$ cat src/rtl/ev_ctrl_pkg.sv
// ev_ctrl_pkg: opcodes, FSM states and grant-source encodings shared by the
// EV operation sequencer and its arbiter.
package ev_ctrl_pkg;

   // Datapath operation select codes
   localparam logic [2:0] OP_POWER = 3'b000;  // maintain / no operation
   localparam logic [2:0] OP_HEAD  = 3'b001;
   localparam logic [2:0] OP_HORN  = 3'b010;
   localparam logic [2:0] OP_RIND  = 3'b011;
   localparam logic [2:0] OP_SPEED = 3'b100;
   localparam logic [2:0] OP_PWM   = 3'b101;
   localparam logic [2:0] OP_TEMP  = 3'b110;
   localparam logic [2:0] OP_RESET = 3'b111;

   // Who currently owns op_sel
   localparam logic [1:0] GSRC_NONE = 2'b00;
   localparam logic [1:0] GSRC_PLC  = 2'b01;
   localparam logic [1:0] GSRC_HMI  = 2'b10;
   localparam logic [1:0] GSRC_INT  = 2'b11;  // refresh pair or shutdown

   typedef enum logic [2:0] {
      ST_IDLE     = 3'd0,
      ST_GRANT    = 3'd1,
      ST_HOLD     = 3'd2,
      ST_AUTO_SPD = 3'd3,
      ST_AUTO_PWM = 3'd4,
      ST_SHUTDOWN = 3'd5
   } state_t;

endpackage

$ cat src/rtl/ev_req_arb2.sv
// ev_req_arb2: two-way PLC/HMI arbiter. A lone requester always wins; on a
// collision a starved source wins, otherwise mode_i picks the priority side.
module ev_req_arb2 (
   input  logic       clk_i,
   input  logic       rst_i,
   input  logic [1:0] req_i,   // bit0 PLC, bit1 HMI
   input  logic       mode_i,  // 0: PLC priority, 1: HMI priority
   input  logic       upd_i,   // commit the current decision to the flags
   output logic [1:0] win_o    // one-hot winner, bit0 PLC, bit1 HMI
);

   logic [1:0] starve_q, starve_d;

   // Winner selection from requests, starvation flags and mode
   always_comb begin
      win_o = 2'b00;
      unique case (req_i)
         2'b01: win_o = 2'b01;
         2'b10: win_o = 2'b10;
         2'b11: begin
            if (starve_q == 2'b01)      win_o = 2'b01;
            else if (starve_q == 2'b10) win_o = 2'b10;
            else                        win_o = mode_i ? 2'b10 : 2'b01;
         end
         default: win_o = 2'b00;
      endcase
   end

   // Flag update: winner clears its own flag, collision loser sets its flag
   always_comb begin
      starve_d = starve_q;
      if (upd_i) begin
         starve_d = starve_q & ~win_o;
         if (req_i == 2'b11) starve_d = starve_d | ~win_o;
      end
   end

   // Starvation flag register
   always_ff @(posedge clk_i) begin
      if (rst_i) starve_q <= 2'b00;
      else       starve_q <= starve_d;
   end

endmodule

$ cat src/rtl/ev_op_sequencer.sv
// ev_op_sequencer: owns the 3-bit operation select of the motor datapath.
// Arbitrates PLC/HMI opcode requests, holds each opcode for HOLD_CYCLES,
// injects speed->PWM refresh pairs and a forced reset sequence on power loss.
//
// Handshake (both requesters): req and op are held until a one-cycle ack;
// the requester drops req after seeing ack. ack with reject=1 means refused
// (power off). The opcode sampled in the IDLE decision cycle is the one used.
// A source whose ack is currently high is masked so the same request is
// never answered twice.
module ev_op_sequencer
   import ev_ctrl_pkg::*;
#(
   parameter int HOLD_CYCLES = 8,
   parameter int REFRESH_DIV = 1024
) (
   input  logic       clk,
   input  logic       rst,
   input  logic       ena,
   input  logic       power_on,
   input  logic       temp_fault,
   input  logic       mode_select,
   input  logic       plc_req,
   input  logic [2:0] plc_op,
   output logic       plc_ack,
   input  logic       hmi_req,
   input  logic [2:0] hmi_op,
   output logic       hmi_ack,
   output logic       reject,
   output logic [2:0] op_sel,
   output logic       op_valid,
   output logic       busy,
   output logic [1:0] grant_src,
   output state_t     dbg_state   // FSM state for checkers
);

   localparam int CW = (HOLD_CYCLES > 2) ? $clog2(HOLD_CYCLES) : 1;
   localparam int RW = $clog2(REFRESH_DIV);
   localparam logic [CW-1:0] HOLD_LAST = CW'(HOLD_CYCLES - 1);
   localparam logic [RW-1:0] REF_LAST  = RW'(REFRESH_DIV - 1);

   state_t        state_q, state_d;
   logic [CW-1:0] cnt_q, cnt_d;
   logic [2:0]    op_sel_q, op_sel_d, lat_op_q, lat_op_d;
   logic          op_valid_q, op_valid_d;
   logic          plc_ack_q, plc_ack_d, hmi_ack_q, hmi_ack_d;
   logic          reject_q, reject_d;
   logic [1:0]    gsrc_q, gsrc_d;
   logic [1:0]    lat_req_q, lat_req_d;
   logic          lat_mode_q, lat_mode_d;
   logic [RW-1:0] ref_cnt_q, ref_cnt_d;
   logic          refresh_pend_q, refresh_pend_d;
   logic          temp_q;
   logic [1:0]    req_m, arb_req, win;
   logic          arb_mode, arb_upd;
   logic          pwm_entry, temp_rise, refresh_wrap;

   assign req_m    = {hmi_req & ~hmi_ack_q, plc_req & ~plc_ack_q};
   // In GRANT the arbiter re-sees the decision latched in IDLE so the flags
   // are updated for exactly that decision.
   assign arb_req  = (state_q == ST_GRANT) ? lat_req_q  : req_m;
   assign arb_mode = (state_q == ST_GRANT) ? lat_mode_q : mode_select;
   assign arb_upd  = ena & (state_q == ST_GRANT);

   ev_req_arb2 u_arb (
      .clk_i  (clk),
      .rst_i  (rst),
      .req_i  (arb_req),
      .mode_i (arb_mode),
      .upd_i  (arb_upd),
      .win_o  (win)
   );

   // Refresh timer and pending flag; a fresh request beats a same-cycle clear
   always_comb begin
      temp_rise    = temp_fault & ~temp_q;
      refresh_wrap = 1'b0;
      ref_cnt_d    = ref_cnt_q;
      if (!power_on) begin
         ref_cnt_d = '0;
      end else if (ref_cnt_q == REF_LAST) begin
         ref_cnt_d    = '0;
         refresh_wrap = 1'b1;
      end else begin
         ref_cnt_d = ref_cnt_q + RW'(1);
      end
      refresh_pend_d = refresh_pend_q;
      if (refresh_wrap || temp_rise) refresh_pend_d = 1'b1;
      else if (pwm_entry)            refresh_pend_d = 1'b0;
   end

   // FSM next state and registered-output next values
   always_comb begin
      state_d    = state_q;
      cnt_d      = cnt_q;
      op_sel_d   = op_sel_q;
      op_valid_d = op_valid_q;
      gsrc_d     = gsrc_q;
      lat_op_d   = lat_op_q;
      lat_req_d  = lat_req_q;
      lat_mode_d = lat_mode_q;
      plc_ack_d  = 1'b0;
      hmi_ack_d  = 1'b0;
      reject_d   = 1'b0;
      pwm_entry  = 1'b0;

      if (!power_on && state_q != ST_IDLE && state_q != ST_SHUTDOWN) begin
         // Power loss aborts any activity; the aborted hold never acks
         state_d    = ST_SHUTDOWN;
         cnt_d      = HOLD_LAST;
         op_sel_d   = OP_RESET;
         op_valid_d = 1'b1;
         gsrc_d     = GSRC_INT;
      end else begin
         unique case (state_q)
            ST_IDLE: begin
               if (!power_on) begin
                  if (req_m[0]) begin
                     plc_ack_d = 1'b1;
                     reject_d  = 1'b1;
                  end else if (req_m[1]) begin
                     hmi_ack_d = 1'b1;
                     reject_d  = 1'b1;
                  end
               end else if (refresh_pend_q) begin
                  state_d    = ST_AUTO_SPD;
                  cnt_d      = HOLD_LAST;
                  op_sel_d   = OP_SPEED;
                  op_valid_d = 1'b1;
                  gsrc_d     = GSRC_INT;
               end else if (|req_m) begin
                  state_d    = ST_GRANT;
                  lat_req_d  = req_m;
                  lat_mode_d = mode_select;
                  if (win[0]) begin
                     plc_ack_d = 1'b1;
                     lat_op_d  = plc_op;
                     gsrc_d    = GSRC_PLC;
                  end else begin
                     hmi_ack_d = 1'b1;
                     lat_op_d  = hmi_op;
                     gsrc_d    = GSRC_HMI;
                  end
               end
            end
            ST_GRANT: begin
               if (lat_op_q == OP_POWER) begin
                  state_d = ST_IDLE;
                  gsrc_d  = GSRC_NONE;
               end else begin
                  state_d    = ST_HOLD;
                  cnt_d      = HOLD_LAST;
                  op_sel_d   = lat_op_q;
                  op_valid_d = 1'b1;
               end
            end
            ST_HOLD, ST_AUTO_SPD: begin
               if (cnt_q != '0) begin
                  cnt_d = cnt_q - CW'(1);
               end else if (state_q == ST_AUTO_SPD || lat_op_q == OP_SPEED) begin
                  // A speed update always propagates to PWM
                  state_d    = ST_AUTO_PWM;
                  cnt_d      = HOLD_LAST;
                  op_sel_d   = OP_PWM;
                  op_valid_d = 1'b1;
                  gsrc_d     = GSRC_INT;
                  pwm_entry  = 1'b1;
               end else begin
                  state_d    = ST_IDLE;
                  op_sel_d   = OP_POWER;
                  op_valid_d = 1'b0;
                  gsrc_d     = GSRC_NONE;
               end
            end
            ST_AUTO_PWM, ST_SHUTDOWN: begin
               if (cnt_q != '0) begin
                  cnt_d = cnt_q - CW'(1);
               end else begin
                  state_d    = ST_IDLE;
                  op_sel_d   = OP_POWER;
                  op_valid_d = 1'b0;
                  gsrc_d     = GSRC_NONE;
               end
            end
            default: begin
               state_d    = ST_IDLE;
               op_sel_d   = OP_POWER;
               op_valid_d = 1'b0;
               gsrc_d     = GSRC_NONE;
            end
         endcase
      end
   end

   // State registers; ena low freezes everything, rst overrides ena
   always_ff @(posedge clk) begin
      if (rst) begin
         state_q        <= ST_IDLE;
         cnt_q          <= '0;
         op_sel_q       <= OP_POWER;
         op_valid_q     <= 1'b0;
         plc_ack_q      <= 1'b0;
         hmi_ack_q      <= 1'b0;
         reject_q       <= 1'b0;
         gsrc_q         <= GSRC_NONE;
         lat_op_q       <= OP_POWER;
         lat_req_q      <= 2'b00;
         lat_mode_q     <= 1'b0;
         ref_cnt_q      <= '0;
         refresh_pend_q <= 1'b0;
         temp_q         <= 1'b0;
      end else if (ena) begin
         state_q        <= state_d;
         cnt_q          <= cnt_d;
         op_sel_q       <= op_sel_d;
         op_valid_q     <= op_valid_d;
         plc_ack_q      <= plc_ack_d;
         hmi_ack_q      <= hmi_ack_d;
         reject_q       <= reject_d;
         gsrc_q         <= gsrc_d;
         lat_op_q       <= lat_op_d;
         lat_req_q      <= lat_req_d;
         lat_mode_q     <= lat_mode_d;
         ref_cnt_q      <= ref_cnt_d;
         refresh_pend_q <= refresh_pend_d;
         temp_q         <= temp_fault;
      end
   end

   assign plc_ack   = plc_ack_q;
   assign hmi_ack   = hmi_ack_q;
   assign reject    = reject_q;
   assign op_sel    = op_sel_q;
   assign op_valid  = op_valid_q;
   assign grant_src = gsrc_q;
   assign busy      = (state_q != ST_IDLE);
   assign dbg_state = state_q;

endmodule

$ cat config.mk
export PLATFORM = sky130hd
export DESIGN_NAME = ev_op_sequencer
export DESIGN_NICKNAME = d
export VERILOG_FILES = /design/src/rtl/ev_ctrl_pkg.sv /design/src/rtl/ev_req_arb2.sv /design/src/rtl/ev_op_sequencer.sv
export SDC_FILE = /design/constraint.sdc
export NUM_CORES = 1
export LEC_CHECK = 0
export BUFFER_PORTS_ARGS = -buffer_cell sky130_fd_sc_hd__clkbuf_2
export CORE_ASPECT_RATIO = 2
export CORE_UTILIZATION = 41
export CTS_CLUSTER_SIZE = 40
export DETAILED_ROUTE_END_ITERATION = 10
export GPL_TIMING_DRIVEN = 0
export PLACE_DENSITY = 0.61
export SLEW_MARGIN = 20
export SYNTH_ARGS = -nofsm -noshare
export SYNTH_HDL_FRONTEND = slang
export SYNTH_SLANG_ARGS = --single-unit
$ cat constraint.sdc
create_clock -name clk -period 3.4 [get_ports clk]
set_clock_uncertainty 0.15 [all_clocks]
set_input_delay 0.17 -clock clk [delete_from_list [all_inputs] [get_ports clk]]
set_output_delay 0.17 -clock clk [all_outputs]
set_load 0.1 [all_outputs]
==> results.cfg <==
[synth]
post-synth-top-area-cell = dfxtp_1
syn_nets = 275
synth-edff-count = 0
synth_ff_type = dfxtp_1
yosysWarnings = 0
synth_area_leaders = dfxtp_1, nor2_1, a21oi_1
yosysSeqAreaShare_pct = 34.08
yosys-top-cells-count = dfxtp_1, nor2_1, a21oi_1
synth_area_um2 = 2056
synth_top_cell_area_share_pct = 34.08
synth_cells = 258
ys_async_sr_fraction_pct = 0
yosysMostFrequentCell = dfxtp_1
yosys.cell_types.count = 51
synth_seq_cells = 35
avgSynthCellArea_um2 = 7.968

[floorplan]
start_util_pct = 42.26
fp.dieH_um = 102.1
dieArea_um2 = 5318
core.rowCount = 36
io_pins = 27
coreArea_um2 = 4865
die_w_um = 52.07

[final_layout]
fill_cells = 518
area_growth_pct = 16.49
multi_input_area_um2 = 1235
final_util_pct = 49.23
final_nets = 313
regArea_um2 = 700.7
fin_cells = 353
diodes = 0
drive_gt1_share_pct = 16.55

[pwr]
power.density_nw_per_um2 = 519.1
finalPower_mw = 1.243
p_leak_nw = 0.8848
vdd_drop_max_mv = 0.3154

[timing]
rsz0062_at_grt = false
hold_violations = 0
period_share_pct = 79.95
slew_headroom_pct = 43.87
drv_slew = 0
clock.fmax_mhz = 367.9
finalSetupTns_ns = 0
tightest_slew_ns = 0.8311
setup_viol = 0
period_needed_ns = 2.718

[place]
dpl.hpwl_mm = 4.087
placed_cells = 341
port_buffers = 26
gp_congestion = 0.9205

[routing]
drt-initial-drc-count = 45
via_per_inst = 5.816
drc_errors = 0
ant_nets = 0
wire_per_inst_um = 15.61
vias = 2053
dr.pass1.iters = 4
drt-total-wl_mm = 5.509

[clock_tree]
cts_tree = yes
holdBufCountCts = 5
clock_sinks = 35
cts_resized = 0
cts_buffers = 5
path_clk_slew_ns = 0.07
clockBufferDepth = 2
cts_setup_buffers = 0
cts_root_buf = clkbuf_8
clkLatencyLatePin_ns = 0.29
htree_levels = 2

[global_routing]
grt.overflow.total = 0
track_usage_pct = 22.93
grt_start_max_net_pins = 11
antenna_found_initial = 0
grt_pass1_wl_mm = 9.087
first_global_vias = 2023

[worst_hold_path]
hp-class = in -> reg

[worst_setup_path]
cp.arrival_ns = 2.80
crit_chain = buf_2 > nor3b_1 > buf_6 > mux2_4 > a211oi_4 > o21ai_0 > a311oi_1 > dlygate4sd3_1
critPathMaxStageDelay_ns = 0.57
cp_slowest_cell = dlygate4sd3_1
crit_path_start_kind = flip-flop
crit_type = reg -> reg
critPathMaxFanout = 10
end_kind = flip-flop
crit_required_ns = 3.48

[status]
status = completed

[flow_run]
maxCapViolCount = 0
## power by group
group | total, mW | internal (mW) | switching, mW
sequential | 0.467 | 0.442 | 0.0251
clock | 0.310 | 0.159 | 0.151
combinational | 0.467 | 0.127 | 0.340
total | 1.24 | 0.728 | 0.516
## final cells by class
type	count	share of cell area, %
multi-input combinational	196	51.57
clock buffer	6	3.448
clock inverter	1	0.2090
sequential	35	29.26
buffer	13	2.821
inverter	14	2.194
tap	57	2.978
timing repair buffer	31	7.524
## final timing paths
path	endpoint	start	cells past startpoint	slack, ns
setup reg to reg	lat_op_q[1]	dbg_state[2]	8	0.68
hold / removal	lat_op_q[2]	hmi_op[2]	3	0.001
setup / recovery	lat_op_q[1]	dbg_state[2]	8	0.68
hold reg to reg	op_sel[2]	op_sel[2]	2	0.32
## through the flow
| stage | instance area [um^2] | setup WS (ns) | hold WS [ns] |
|---|---|---|---|
| 3_5_place_dp | 2257 | 1.071 | 0.2807 |
| 3_3_place_gp | 2257 | 1.086 | 0.2824 |
| 4_1_cts | 2395 | 0.6709 | 0.0005778 |
| 6_report | 2395 | 0.6816 | 0.0009888 |
| 5_1_grt | 2395 | 0.4700 | 0.02144 |
| 2_1_floorplan | 2056 | 0.5232 | 0.1672 |
## routing by layer
| layer | routed length (um) | vias up | GRT usage, % |
|---|---|---|---|
| li1 | - | 1031 | - |
| met1 | 2138 | 951 | 23.93 |
| met2 | 3042 | 55 | 40.83 |
| met3 | 186 | 16 | 4.018 |
| met4 | 141 | 0 | 13.93 |
| met5 | 0 | - | 0 |
## registers in the layout, indices dropped and copies added (netlist names)
register,count
ref_cnt_q,10
cnt_q,3
dbg_state,3
lat_op_q,3
op_sel,3
grant_src,2
lat_req_q,2
u_arb.starve_q,2
hmi_ack,1
lat_mode_q,1
op_valid,1
plc_ack,1
refresh_pend_q,1
reject,1
temp_q,1
## cells in the final DEF, fill, tap and decap left out, drive strengths merged, types with 2 or more instances in the layout
| master | count |
|---|---|
| a31oi | 9 |
| dlygate4sd3 | 5 |
| clkbuf | 37 |
| inv | 13 |
| clkinv | 2 |
| o21ai | 17 |
| a211oi | 6 |
| nor3b | 3 |
| nor3 | 5 |
| nand2 | 20 |
| o31ai | 3 |
| dfxtp | 35 |
| nor4 | 3 |
| mux2i | 8 |
| and3 | 2 |
| a211o | 2 |
| o21a | 2 |
| o41ai | 2 |
| mux2 | 3 |
| nand3 | 11 |
| nor2b | 4 |
| nand4 | 4 |
| o211ai | 2 |
| a2bb2oi | 2 |
| a221oi | 2 |
| and2 | 3 |
| o221ai | 2 |
| ha | 3 |
| a21oi | 22 |
| nand2b | 4 |
| buf | 8 |
| nor2 | 33 |
| o22ai | 2 |
| a311oi | 8 |
## cells by family after synthesis
| group | share of synthesized area [%] |
|---|---|
| mux | 5.904 |
| flops | 34.08 |
| xor+xnor | 0.4261 |
| buf+inv | 5.842 |
| compound gates | 28.24 |
| simple gates | 23.68 |
| fa+ha+maj | 1.826 |
## critical path, delay by kind of cell (launching register included)
kind                   cells  cell delay (ns)
AOI/OAI and AO/OA          3             0.68
DFF                        1             0.31
and+or+nand+nor            1             0.24
buffers and inverters      3             0.94
muxes                      1             0.34
(Power assumes the default switching activity.)
